==> config.mk <==
export PLATFORM = sky130hd
export DESIGN_NAME = trap_span_walker
export DESIGN_NICKNAME = d
export VERILOG_FILES = /design/src/rtl/trap_span_walker_pkg.sv /design/src/rtl/trap_span_walker_edge.sv /design/src/rtl/trap_span_walker.sv
export SDC_FILE = /design/constraint.sdc
export NUM_CORES = 1
export LEC_CHECK = 0
export ABC_AREA = 1
export BUFFER_PORTS_ARGS = -buffer_cell sky130_fd_sc_hd__buf_2
export CAP_MARGIN = 20
export CORE_MARGIN = 1.5
export CORE_UTILIZATION = 45
export CTS_CLUSTER_DIAMETER = 50
export DETAILED_ROUTE_END_ITERATION = 7
export SETUP_SLACK_MARGIN = 0.1
export SYNTH_ARGS = -nofsm -noshare
export SYNTH_HDL_FRONTEND = slang
export SYNTH_SLANG_ARGS = --single-unit
==> constraint.sdc <==
create_clock -name clk -period 4.1 [get_ports clk]
set_input_delay 0 -clock clk [delete_from_list [all_inputs] [get_ports clk]]
set_output_delay 0 -clock clk [all_outputs]
set_load 0.1 [all_outputs]
==> src/rtl/trap_span_walker_pkg.sv <==
// Shared types for the trapezoid span walker: FSM encoding and the span record.
package trap_span_walker_pkg;

    localparam int CW_DEF = 8;

    typedef enum logic [1:0] {
        S_IDLE,
        S_LOAD,
        S_DIV,
        S_EMIT
    } state_t;

    typedef struct packed {
        logic [CW_DEF-1:0] y;
        logic [CW_DEF-1:0] xl;
        logic [CW_DEF-1:0] xr;
        logic              empty;
    } span_t;

endpackage

==> src/rtl/trap_span_walker_edge.sv <==
// One trapezoid edge: restoring divide m/h at setup, then exact Q/R DDA stepping.
// use_ceil selects the inside-rounding for a left (ceil) or right (floor) edge.
module trap_edge_dda
    import trap_span_walker_pkg::*;
#(
    parameter int CW = CW_DEF
) (
    input  logic          clk,
    input  logic          reset,
    input  logic          use_ceil,
    input  logic          load,
    input  logic          div_step,
    input  logic          step,
    input  logic [CW-1:0] x_bot,
    input  logic [CW-1:0] x_top,
    input  logic [CW-1:0] h,
    output logic [CW-1:0] x
);

    logic [CW:0]   rem_q, rem_d;
    logic [CW-1:0] quo_q, quo_d;
    logic [CW-1:0] qacc_q, qacc_d;
    logic [CW:0]   racc_q, racc_d;

    logic          s;
    logic [CW-1:0] m;
    logic [CW:0]   trial;
    logic [CW:0]   r_sum;
    logic [CW-1:0] q_sum;
    logic [CW:0]   h_w;
    logic          frac;

    always_comb begin
        s      = (x_top < x_bot);
        m      = s ? (x_bot - x_top) : (x_top - x_bot);
        h_w    = {1'b0, h};
        rem_d  = rem_q;
        quo_d  = quo_q;
        qacc_d = qacc_q;
        racc_d = racc_q;
        // The quotient register starts as the dividend and shifts quotient bits in.
        trial  = {rem_q[CW-1:0], quo_q[CW-1]};
        r_sum  = racc_q + rem_q;
        q_sum  = qacc_q + quo_q;

        if (load) begin
            rem_d  = '0;
            quo_d  = (h == '0) ? '0 : m;
            qacc_d = '0;
            racc_d = '0;
        end else if (div_step) begin
            if (trial >= h_w) begin
                rem_d = trial - h_w;
                quo_d = {quo_q[CW-2:0], 1'b1};
            end else begin
                rem_d = trial;
                quo_d = {quo_q[CW-2:0], 1'b0};
            end
        end else if (step) begin
            if (r_sum >= h_w) begin
                racc_d = r_sum - h_w;
                qacc_d = q_sum + {{(CW-1){1'b0}}, 1'b1};
            end else begin
                racc_d = r_sum;
                qacc_d = q_sum;
            end
        end

        frac = (racc_q != '0);
        if (!s) begin
            x = x_bot + qacc_q + {{(CW-1){1'b0}}, use_ceil & frac};
        end else begin
            x = x_bot - qacc_q - {{(CW-1){1'b0}}, ~use_ceil & frac};
        end
    end

    always_ff @(posedge clk or posedge reset) begin
        if (reset) begin
            rem_q  <= '0;
            quo_q  <= '0;
            qacc_q <= '0;
            racc_q <= '0;
        end else begin
            rem_q  <= rem_d;
            quo_q  <= quo_d;
            qacc_q <= qacc_d;
            racc_q <= racc_d;
        end
    end

endmodule

==> src/rtl/trap_span_walker.sv <==
// Walks a horizontal-edged trapezoid from yd to yu, one inclusive span per scanline.
// Setup is LOAD + CW divide cycles; spans stream at 1/cycle and hold while span_ready=0.
module trap_span_walker
    import trap_span_walker_pkg::*;
#(
    parameter int CW         = CW_DEF,
    parameter bit SKIP_EMPTY = 1'b1
) (
    input  logic          clk,
    input  logic          reset,
    input  logic          start,
    input  logic          abort,
    input  logic [CW-1:0] yd,
    input  logic [CW-1:0] yu,
    input  logic [CW-1:0] xdl,
    input  logic [CW-1:0] xul,
    input  logic [CW-1:0] xdr,
    input  logic [CW-1:0] xur,
    output logic          busy,
    output logic          span_valid,
    input  logic          span_ready,
    output logic [CW-1:0] span_y,
    output logic [CW-1:0] span_xl,
    output logic [CW-1:0] span_xr,
    output logic          span_empty,
    output logic          done,
    output logic          err
);

    localparam int CNT_W = $clog2(CW + 1);

    state_t        state_q, state_d;
    logic [CW-1:0] yd_q, yd_d, yu_q, yu_d;
    logic [CW-1:0] xdl_q, xdl_d, xul_q, xul_d, xdr_q, xdr_d, xur_q, xur_d;
    logic [CW-1:0] y_q, y_d;
    logic [CNT_W-1:0] cnt_q, cnt_d;
    logic          last_q, last_d;
    logic          span_valid_q, span_valid_d;
    logic [CW-1:0] span_y_q, span_y_d, span_xl_q, span_xl_d, span_xr_q, span_xr_d;
    logic          span_empty_q, span_empty_d;
    logic          done_q, done_d, err_q, err_d;

    logic          load, div_step, step;
    logic [CW-1:0] h, xl, xr;
    logic          line_empty;

    assign h = yu_q - yd_q;

    trap_edge_dda #(.CW(CW)) u_left (
        .clk(clk), .reset(reset), .use_ceil(1'b1),
        .load(load), .div_step(div_step), .step(step),
        .x_bot(xdl_q), .x_top(xul_q), .h(h), .x(xl)
    );

    trap_edge_dda #(.CW(CW)) u_right (
        .clk(clk), .reset(reset), .use_ceil(1'b0),
        .load(load), .div_step(div_step), .step(step),
        .x_bot(xdr_q), .x_top(xur_q), .h(h), .x(xr)
    );

    always_comb begin
        state_d      = state_q;
        yd_d         = yd_q;
        yu_d         = yu_q;
        xdl_d        = xdl_q;
        xul_d        = xul_q;
        xdr_d        = xdr_q;
        xur_d        = xur_q;
        y_d          = y_q;
        cnt_d        = cnt_q;
        last_d       = last_q;
        span_valid_d = span_valid_q;
        span_y_d     = span_y_q;
        span_xl_d    = span_xl_q;
        span_xr_d    = span_xr_q;
        span_empty_d = span_empty_q;
        done_d       = 1'b0;
        err_d        = 1'b0;
        load         = 1'b0;
        div_step     = 1'b0;
        step         = 1'b0;
        line_empty   = (xl > xr);

        case (state_q)
            S_IDLE: begin
                if (start) begin
                    yd_d    = yd;
                    yu_d    = yu;
                    xdl_d   = xdl;
                    xul_d   = xul;
                    xdr_d   = xdr;
                    xur_d   = xur;
                    state_d = S_LOAD;
                end
            end
            S_LOAD: begin
                if (yu_q < yd_q) begin
                    done_d  = 1'b1;
                    err_d   = 1'b1;
                    state_d = S_IDLE;
                end else begin
                    load    = 1'b1;
                    y_d     = yd_q;
                    last_d  = 1'b0;
                    cnt_d   = '0;
                    state_d = (h == '0) ? S_EMIT : S_DIV;
                end
            end
            S_DIV: begin
                div_step = 1'b1;
                cnt_d    = cnt_q + {{(CNT_W-1){1'b0}}, 1'b1};
                if (cnt_q == CNT_W'(CW - 1)) begin
                    state_d = S_EMIT;
                end
            end
            S_EMIT: begin
                // y_q is the next line to present; the output slot frees on accept.
                if (!span_valid_q || span_ready) begin
                    if (last_q) begin
                        span_valid_d = 1'b0;
                        done_d       = 1'b1;
                        state_d      = S_IDLE;
                    end else begin
                        span_y_d     = y_q;
                        span_xl_d    = xl;
                        span_xr_d    = xr;
                        span_empty_d = line_empty;
                        span_valid_d = !(line_empty && SKIP_EMPTY);
                        if (y_q == yu_q) begin
                            last_d = 1'b1;
                        end else begin
                            y_d  = y_q + {{(CW-1){1'b0}}, 1'b1};
                            step = 1'b1;
                        end
                    end
                end
            end
            default: state_d = S_IDLE;
        endcase

        if (abort) begin
            state_d      = S_IDLE;
            span_valid_d = 1'b0;
            done_d       = 1'b0;
            err_d        = 1'b0;
            load         = 1'b0;
            div_step     = 1'b0;
            step         = 1'b0;
        end
    end

    always_ff @(posedge clk or posedge reset) begin
        if (reset) begin
            state_q      <= S_IDLE;
            yd_q         <= '0;
            yu_q         <= '0;
            xdl_q        <= '0;
            xul_q        <= '0;
            xdr_q        <= '0;
            xur_q        <= '0;
            y_q          <= '0;
            cnt_q        <= '0;
            last_q       <= 1'b0;
            span_valid_q <= 1'b0;
            span_y_q     <= '0;
            span_xl_q    <= '0;
            span_xr_q    <= '0;
            span_empty_q <= 1'b0;
            done_q       <= 1'b0;
            err_q        <= 1'b0;
        end else begin
            state_q      <= state_d;
            yd_q         <= yd_d;
            yu_q         <= yu_d;
            xdl_q        <= xdl_d;
            xul_q        <= xul_d;
            xdr_q        <= xdr_d;
            xur_q        <= xur_d;
            y_q          <= y_d;
            cnt_q        <= cnt_d;
            last_q       <= last_d;
            span_valid_q <= span_valid_d;
            span_y_q     <= span_y_d;
            span_xl_q    <= span_xl_d;
            span_xr_q    <= span_xr_d;
            span_empty_q <= span_empty_d;
            done_q       <= done_d;
            err_q        <= err_d;
        end
    end

    assign busy       = (state_q != S_IDLE);
    assign span_valid = span_valid_q;
    assign span_y     = span_y_q;
    assign span_xl    = span_xl_q;
    assign span_xr    = span_xr_q;
    assign span_empty = span_empty_q;
    assign done       = done_q;
    assign err        = err_q;

endmodule

=== Word-level counts from Yosys, hierarchy flattened ===
Index checks and enable logic that the tools add are counted.

* Order comparisons: 8
* Bitwise logic cells: 1
* Muxes and demuxes: 75
* Reduce and logical (&&, ||, !) cells: 22
* Add/sub/neg operators: 23
* Equality and inequality tests: 14

{| class="wikitable"
|+ Operator list
! operator !! number
|-
| 8-bit 2-to-1 mux || 22
|-
| 9-bit 2-to-1 mux || 14
|-
| 8-bit subtractor || 7
|-
| 9-bit by 8-bit greater-or-equal comparator with 1-bit output || 4
|-
| 9-bit by 8-bit subtractor with 9-bit output || 4
|-
| 8-bit adder || 4
|-
| 1-bit 2-to-1 mux || 27
|-
| 8-bit by 1-bit adder with 8-bit output (second input constant) || 3
|-
| 8-bit less-than comparator || 3
|-
| 9-bit adder || 2
|-
| 9-bit nonzero test || 2
|-
| 8-bit case mux with 2 select lines || 1
|-
| 2-bit nonzero test || 7
|-
| 2-bit 2-to-1 mux || 6
|-
| 3-bit inequality test (second input constant) || 4
|-
| 2-bit inequality test (second input constant) || 5
|-
| 8-bit by 1-bit adder with 8-bit output || 1
|-
| 8-bit == test || 1
|-
| 8-bit greater-than comparator || 1
|-
| 8-bit logical NOT || 1
|-
| 2-bit case mux with 4 select lines || 1
|-
| 4-bit case mux with 2 select lines || 1
|-
| 2-bit AND reduction || 4
|-
| 8-bit by 1-bit subtractor with 8-bit output || 1
|-
| 13 further kinds || 17
|}

* Bits in registers: 159
* Output and inout port bits: 29
* Bits of input ports: 53
* Word-level logic and storage cells: 168

=== Longest topological paths before layout ===
Gate-level depths: netlist (run 1).

* Depth after elaboration: 9
* Gate-level depth with buffers: 21
* Gate-level depth less buffers: 21

=== Modules after synthesis ===
From an unflattened synthesis (run 1), not the netlist that was laid out.

* Cells, all modules: 1846
* Area, all modules: 13691.9 um2

{| class="wikitable"
|+ By module, submodules not included
! module !! instances !! area an instance (um2) !! cells an instance
|-
| trap_edge_dda at u_right || 1 || 4606.9 || 683
|-
| trap_edge_dda at u_left || 1 || 4583.1 || 685
|-
| trap_span_walker || 1 || 4501.8 || 478
|}

=== Worst setup path after synthesis (run 1) ===
OpenSTA, ideal clock, no wires.

* Kind: flip-flop to flip-flop
* From: register u_left.racc_q[8]
* To: register span_empty_q (netlist: span_empty)
* Data required time: 3.980 ns
* Setup time: 0.120 ns
* Path buffers: 0
* Data arrival time: 3.175 ns
* Stages on the path, launching flop included: 22
* Slack: 0.805 ns
* Cell sequence: dfrtp_1 -> nor4_1 -> nand2_1 -> nor3_1 -> fa_1 -> inv_1 -> fa_1 -> nand3_1 -> nand2_1 -> nand2_1 -> nand2_1 -> a21oi_1 -> xor2_1 -> nand2_1 -> and2_1 -> ha_1 -> nand2_1 -> nor2_1 -> nand3_1 -> nor2_1 -> o21ai_0 -> o21a_1

* Cells in the longest elaborated chain, start to end: 4

{| class="wikitable"
|+ RTL lines
! element !! RTL line !! RTL
|-
| from (decl) || trap_span_walker_edge.sv:23 || <nowiki>logic [CW:0] racc_q, racc_d;</nowiki>
|-
| from (signal assigned) || trap_span_walker_edge.sv:87 || <nowiki>racc_q <= racc_d;</nowiki>
|-
| 9-bit nonzero test || trap_span_walker_edge.sv:69 || <nowiki>frac = (racc_q != '0);</nowiki>
|-
| 8-bit by 1-bit adder with 8-bit output || trap_span_walker_edge.sv:71 || <nowiki>x = x_bot + qacc_q + {{(CW-1){1'b0}}, use_ceil & frac};</nowiki>
|-
| 8-bit 2-to-1 mux || trap_span_walker_edge.sv:70 || <nowiki>if (!s) begin</nowiki>
|-
| via u_left.x[6] || trap_span_walker_edge.sv:17 || <nowiki>output logic [CW-1:0] x</nowiki>
|-
| 8-bit greater-than comparator || trap_span_walker.sv:82 || <nowiki>line_empty = (xl > xr);</nowiki>
|-
| to (signal assigned) || trap_span_walker.sv:186 || <nowiki>span_empty_q <= span_empty_d;</nowiki>
|-
| to (decl) || trap_span_walker.sv:40 || <nowiki>logic span_empty_q, span_empty_d;</nowiki>
|}

The timed path passes the listed nets, and every way through them passes these cells.
A chain may end at the register's enable or synchronous reset.

=== Final worst setup path (run 1) ===
* From: register u_left.racc_q[0]
* To: register span_valid_q (netlist: span_valid)

* Cells in the longest elaborated chain, start to end: 9

{| class="wikitable"
|+ RTL lines
! element !! RTL line !! RTL
|-
| 9-bit nonzero test || trap_span_walker_edge.sv:69 ||
|-
| 8-bit by 1-bit adder with 8-bit output || trap_span_walker_edge.sv:71 ||
|-
| 8-bit 2-to-1 mux || trap_span_walker_edge.sv:70 ||
|-
| via u_left.x[6] || trap_span_walker_edge.sv:17 ||
|-
| 8-bit greater-than comparator || trap_span_walker.sv:82 ||
|-
| 1-bit logical NOT || trap_span_walker.sv:128 || <nowiki>span_valid_d = !(line_empty && SKIP_EMPTY);</nowiki>
|-
| 1-bit 2-to-1 mux || trap_span_walker.sv:119 || <nowiki>if (last_q) begin</nowiki>
|-
| 1-bit 2-to-1 mux || trap_span_walker.sv:118 || <nowiki>if (!span_valid_q || span_ready) begin</nowiki>
|-
| 1-bit 2-to-1 mux || trap_span_walker.sv:84 || <nowiki>case (state_q)</nowiki>
|-
| 1-bit 2-to-1 mux || trap_span_walker.sv:141 || <nowiki>if (abort) begin</nowiki>
|-
| to (signal assigned) || trap_span_walker.sv:182 || <nowiki>span_valid_q <= span_valid_d;</nowiki>
|-
| to (decl) || trap_span_walker.sv:38 || <nowiki>logic span_valid_q, span_valid_d;</nowiki>
|}

The timed path passes the listed nets, and every way through them passes these cells. The select of a mux whose other input is x is not followed.

==> metrics.cfg, run 1 <==
[run_status]
status=finished clean

[clock_network]
clockBufferDepth=2
h-tree-depth=4
root_buffer=clkbuf_16
clkLatencyLatePin_ns=0.45
cts_buffers=17
numClockSinks=159
clk_pin_slew_worst_paths_ns=0.07
cts_tree=done

[sta]
setup_violations=0
drv_slew=0
finalCriticalPeriod_ns=3.60
timing.slew.headroom_pct=52.5
finalWorstSetupSlack_ns=0.505
setup_tns_ns=0
skew_ns=0.0101
fin_hold_ws_ns=0.0177
fmax_mhz=278
period_share_pct=87.7
rsz0062_at_grt=no
tightest_slew_ns=0.713
timing_hold_violations_final=0

[critical_path]
reg2reg_slack_ns=0.50
reg2regPathDepth=23
worstSetupPathType=register to register
startpoint_type=register
end_kind=register
arrival_ns=3.96
r2r-end=span_valid
required_ns=4.47
r2r_start=u_left.racc_q[0]
cp_max_fo=3

[synth]
synth_seq_cells=159
synth_edf_count=0
syn-num-nets=2114
avgSynthCellArea_um2=7.27
synth-compound-area-share_pct=12.3
synth-simple-area-share_pct=27.6
synthXorXnorAreaFrac_pct=5.37
syn_area_um2=13800
yosys-top-cells-area=dfrtp_1 29%, nand2_1 14%, ha_1 13%
netlist.area_leader.share_pct=28.8
ys_warn_count=0
synth-main-ff-cell=dfrtp_1
synth_top_family_by_area=simple AND/OR/NAND/NOR gates
synth-async-reset-ratio_pct=100
synth.area.mux_share_pct=0.816
syn_inst=1898
synth_fa_ha_area_share_pct=15.8
yosysSeqAreaShare_pct=28.8
synth_cell_types=52
yosys.area.top_type=dfrtp_1
synth_top_cells_by_count=514 x nand2_1, 242 x inv_1, 159 x dfrtp_1, 144 x ha_1, 131 x nand3_1
yosysMostFrequentCell=nand2_1

[drt]
drc=0
drt-total-wl_um=37600
first_iter_violations=686
wl_per_cell_um=15.5
vias=12613
first_pass_iters=6
viasPerCell=5.21
ant_nets=0

[global_route]
grt_pass1_vias=12203
grt-ovfl-total=0
grt_pass1_wl_um=61200
antenna_found_initial=0
grt_start_max_net_pins=76
track_usage_pct=24.6

[die]
die_w_um=178
initial_utilization_pct=46.1
core_um2=30000
rows=63
die_area_um2=31700
pin_count=82
die_y_um=178

[final_layout]
drive_gt1_share_pct=10.4
nets=2235
num_antenna_cells=0
syn2layout_area_growth_pct=14.1

[placed_design]
gp_congestion=0.939
dpl_worst_slack_ns=0.405
hpwl_um=28300
port_buffers=81

[job]
drv_cap=0

[worst_hold_path]
hold_path_class=primary input to async pin

-- cells by family after synthesis --
kind of cell             after synthesis
adder cells (fa/ha/maj)              163
multiplexers                          10
XOR/XNOR                              83
AO/OA/AOI/OAI                        294
buffers and inverters                307
flip-flops                           159
AND/OR/NAND/NOR                      882
-- cell usage in the layout, fill, tap and decap left out, types with 13 or more instances in the layout --
master and instances:
xnor2_1 21, o21ai_1 25, nand3_1 131, xor2_1 60
dlygate4sd3_1 52, buf_4 21, buf_2 81, nor2_1 119
dfrtp_1 158, o21bai_1 15, nand2_1 513, nand4_1 44
nand3b_1 13, o211ai_1 14, clkbuf_16 17, ha_1 144
inv_1 241, nor3_1 13, fa_1 18, a21oi_1 123
o21ai_0 67
-- worst max-delay path: stages (launching register included) --
cell     delay, ns
dfrtp_1       0.43
nor4_4        0.28
nand2_1       0.11
nor3_2        0.11
buf_4         0.15
fa_1          0.17
inv_1         0.07
fa_2          0.40
nand3_1       0.11
nand2_1       0.06
nand2_1       0.08
nand2_1       0.07
a21oi_2       0.13
xor2_1        0.15
nand2_1       0.08
and2_1        0.14
ha_1          0.27
nand2_1       0.07
nor2_2        0.12
nand3_1       0.08
nor2_1        0.08
o21ai_0       0.09
buf_4         0.16
a21oi_1       0.13
-- repair_timing --
action                                  CTS  global route
hold buffers                             52             0
endpoints found under the hold margin    92             0
endpoints found under the setup margin    0             2
resized for setup                         0             9
setup buffers                             0             2
-- flip-flops by register name, summed over array words and instances, names as in the netlist, 2 cells and up --
signal / cells
cnt_q: 4
span_xl: 8
span_xr: 8
span_y: 8
state_q: 2
u_left.qacc_q: 8
u_left.quo_q: 8
u_left.racc_q: 9
u_left.rem_q: 9
u_right.qacc_q: 8
u_right.quo_q: 8
u_right.racc_q: 9
u_right.rem_q: 9
xdl_q: 8
xdr_q: 8
xul_q: 8
xur_q: 8
y_q: 8
yd_q: 8
yu_q: 8
-- layer usage --
layer	up-vias	track usage, %	part of all wire [%]
li1	6425	-	-
met1	5924	32.5	48
met2	231	42.4	47
met3	33	3.15	3.0
met4	0	6.09	1.6
met5	-	0	0
-- stage by stage --
stage | cells | cell area [um2] | utilization, %
floorplan | 1898 | 13800 | -
global placement | 2335 | 14500 | 48.6
detailed placement | 2335 | 14500 | 48.6
CTS | 2418 | 15700 | 52.4
global route | 2421 | 15800 | 52.6
finish | 2421 | 15800 | 52.6
-- worst max-delay path by stage --
stage | start | to | slack (ns) | cells after the start
floorplan | u_left.racc_q[8] | span_empty | 0.80 | 21
global placement | u_left.racc_q[8] | span_empty | 0.44 | 23
detailed placement | u_left.racc_q[8] | span_valid | 0.40 | 23
CTS | u_left.racc_q[8] | span_valid | 0.40 | 23
global route | u_left.racc_q[0] | span_valid | 0.07 | 23
finish | u_left.racc_q[0] | span_valid | 0.50 | 23
-- cell type report --
cell class	count	area, um2
flip-flops and latches	159	3980
repair buffers	156	1120
clock inverters	12	184
well taps	390	488
clock buffers	19	443
inverters	253	956
multi-input cells	1432	8580
fillers	2992	14200
Power of run 1 is not shown: default switching activity piles up to over one toggle a cycle in this logic, so the estimate is an artifact.
==> run 2: changes to the inputs <==
--- a/config.mk
+++ b/config.mk
@@ -12,6 +12,7 @@
 export CORE_UTILIZATION = 45
 export CTS_CLUSTER_DIAMETER = 50
 export DETAILED_ROUTE_END_ITERATION = 7
+export MAX_ROUTING_LAYER = met4
 export SETUP_SLACK_MARGIN = 0.1
 export SYNTH_ARGS = -nofsm -noshare
 export SYNTH_HDL_FRONTEND = slang
==> run 2 against run 1 <==
Clock-buffer cell count unchanged. Sequential share of layout area increased by 0.14 points. Sequential cell count unchanged. Utilization shrank 0.30 points. Final area decreased by 0.56%. Via count grew 0.35%. Global-route usage increased by 0.59 points. Die area did not move. Clock skew rose by 0.0031 ns. Cell count decreased by 0.12%. First-iteration DRC count rose by 24%. Worst hold slack improved by 0.24 ns. Largest cell class unchanged.
==> metrics.cfg, run 2 (synthesis gave the netlist of run 1 again) <==
[final_layout]
layout_common_cells=513 x nand2_1, 241 x inv_1, 159 x dfrtp_1, 144 x ha_1, 131 x nand3_1
num_antenna_cells=0
drive_gt1_share_pct=10.2
nets=2231
final_common_cell=nand2_1
syn2layout_area_growth_pct=13.5
nFillCells=2946

[sta]
setup_violations=0
rsz0062_at_grt=no
drv_slew=0
skew_ns=0.0133
tightest_slew_ns=0.842
timing.slew.headroom_pct=43.7
timing_hold_violations_final=0
fmax_mhz=278
setup_tns_ns=0
period_share_pct=87.9
finalCriticalPeriod_ns=3.60

[die]
die_w_um=178
initial_utilization_pct=46.1
rows=63
die_area_um2=31700
die_y_um=178
core_um2=30000
pin_count=82

[drt]
drc=0
wl_per_cell_um=15.6
drt-total-wl_um=37600
ant_nets=0
first_iter_violations=850
vias=12657
first_pass_iters=7
viasPerCell=5.23

[global_route]
antenna_found_initial=0
met1_usage_pct=32.2
grt_start_max_net_pins=73
gr-usage-met3_pct=3.84
busiest_layer=met2
grt_pass1_wl_um=60900
grt-ovfl-total=0
met2_usage_pct=41.0
grt_pass1_vias=12165
track_usage_pct=25.2

[critical_path]
worstSetupPathType=register to register
arrival_ns=3.95
startpoint_type=register
required_ns=4.45
cp_max_fo=3
end_kind=register

[clock_network]
clkLatencyLatePin_ns=0.45
cts_buffers=17
cts_setup_buffers=0
h-tree-depth=4
numClockSinks=159
root_buffer=clkbuf_16
clockBufferDepth=2
cts_tree=done
clk_pin_slew_worst_paths_ns=0.07

[placed_design]
gp_congestion=0.927
port_buffers=81
hpwl_um=28300

[worst_hold_path]
hold_path_class=primary input to async pin

[job]
drv_cap=0

[run_status]
status=finished clean

[run 2: repair_timing]
action,in CTS,in global routing
hold endpoints to repair,87,0
setup endpoints to repair,0,2
resized for setup,0,4
hold buffers,52,0
[run 2: cell type report]
cell class,count,area [um2],share of cell area (%)
clock inverters,13,153,0.974
flip-flops and latches,159,3980,25.4
multi-input cells,1432,8570,54.7
inverters,253,956,6.10
clock buffers,19,443,2.83
well taps,390,488,3.11
repair buffers,152,1080,6.90
[run 2: layer usage]
layer,share of wire [%],up-vias
li1,-,6434
met1,47,5913
met2,46,257
met3,3.4,53
met4,2.9,0
met5,0,-
[run 2: worst max-delay path, cell delays in order (launching register included)]
cell and delay, ns:
dfrtp_1 0.41, nor4_2 0.29, nand2_1 0.11, nor3_2 0.11
buf_4 0.14, fa_1 0.17, inv_1 0.07, fa_1 0.46
nand3_1 0.12, nand2_1 0.06, nand2_1 0.08, nand2_1 0.05
a21oi_1 0.15, xor2_1 0.15, nand2_1 0.07, and2_1 0.14
ha_1 0.27, nand2_1 0.05, nor2_1 0.15, nand3_1 0.09
nor2_1 0.13, o21ai_2 0.11, o21a_1 0.12
[run 2: final timing paths]
path                                  startpoint         end  slack (ns)  cells past startpoint
worst min-delay path                       reset   span_y[6]        0.26                      3
worst max-delay path            u_left.racc_q[8]  span_empty        0.50                     22
max in group asynchronous                  reset    xur_q[4]        2.85                      4
worst min register to register         span_y[1]   span_y[1]        0.47                      2
min in group clk                           yu[6]     yu_q[6]        0.32                      3
worst max register to register  u_left.racc_q[8]  span_empty        0.50                     22
[run 2: per-stage QoR]
step                hold WS (ns)  std cells  instance area [um2]  util (%)  worst slack [ns]
floorplan                 0.0631       1898                13800         -             0.805
global placement           0.209       2334                14500      48.5             0.365
detailed placement         0.206       2334                14500      48.5             0.331
CTS                        0.270       2418                15700      52.3             0.293
global route               0.326       2418                15700      52.3             0.133
finish                     0.255       2418                15700      52.3             0.497
Power of run 2 is left out for the same reason.
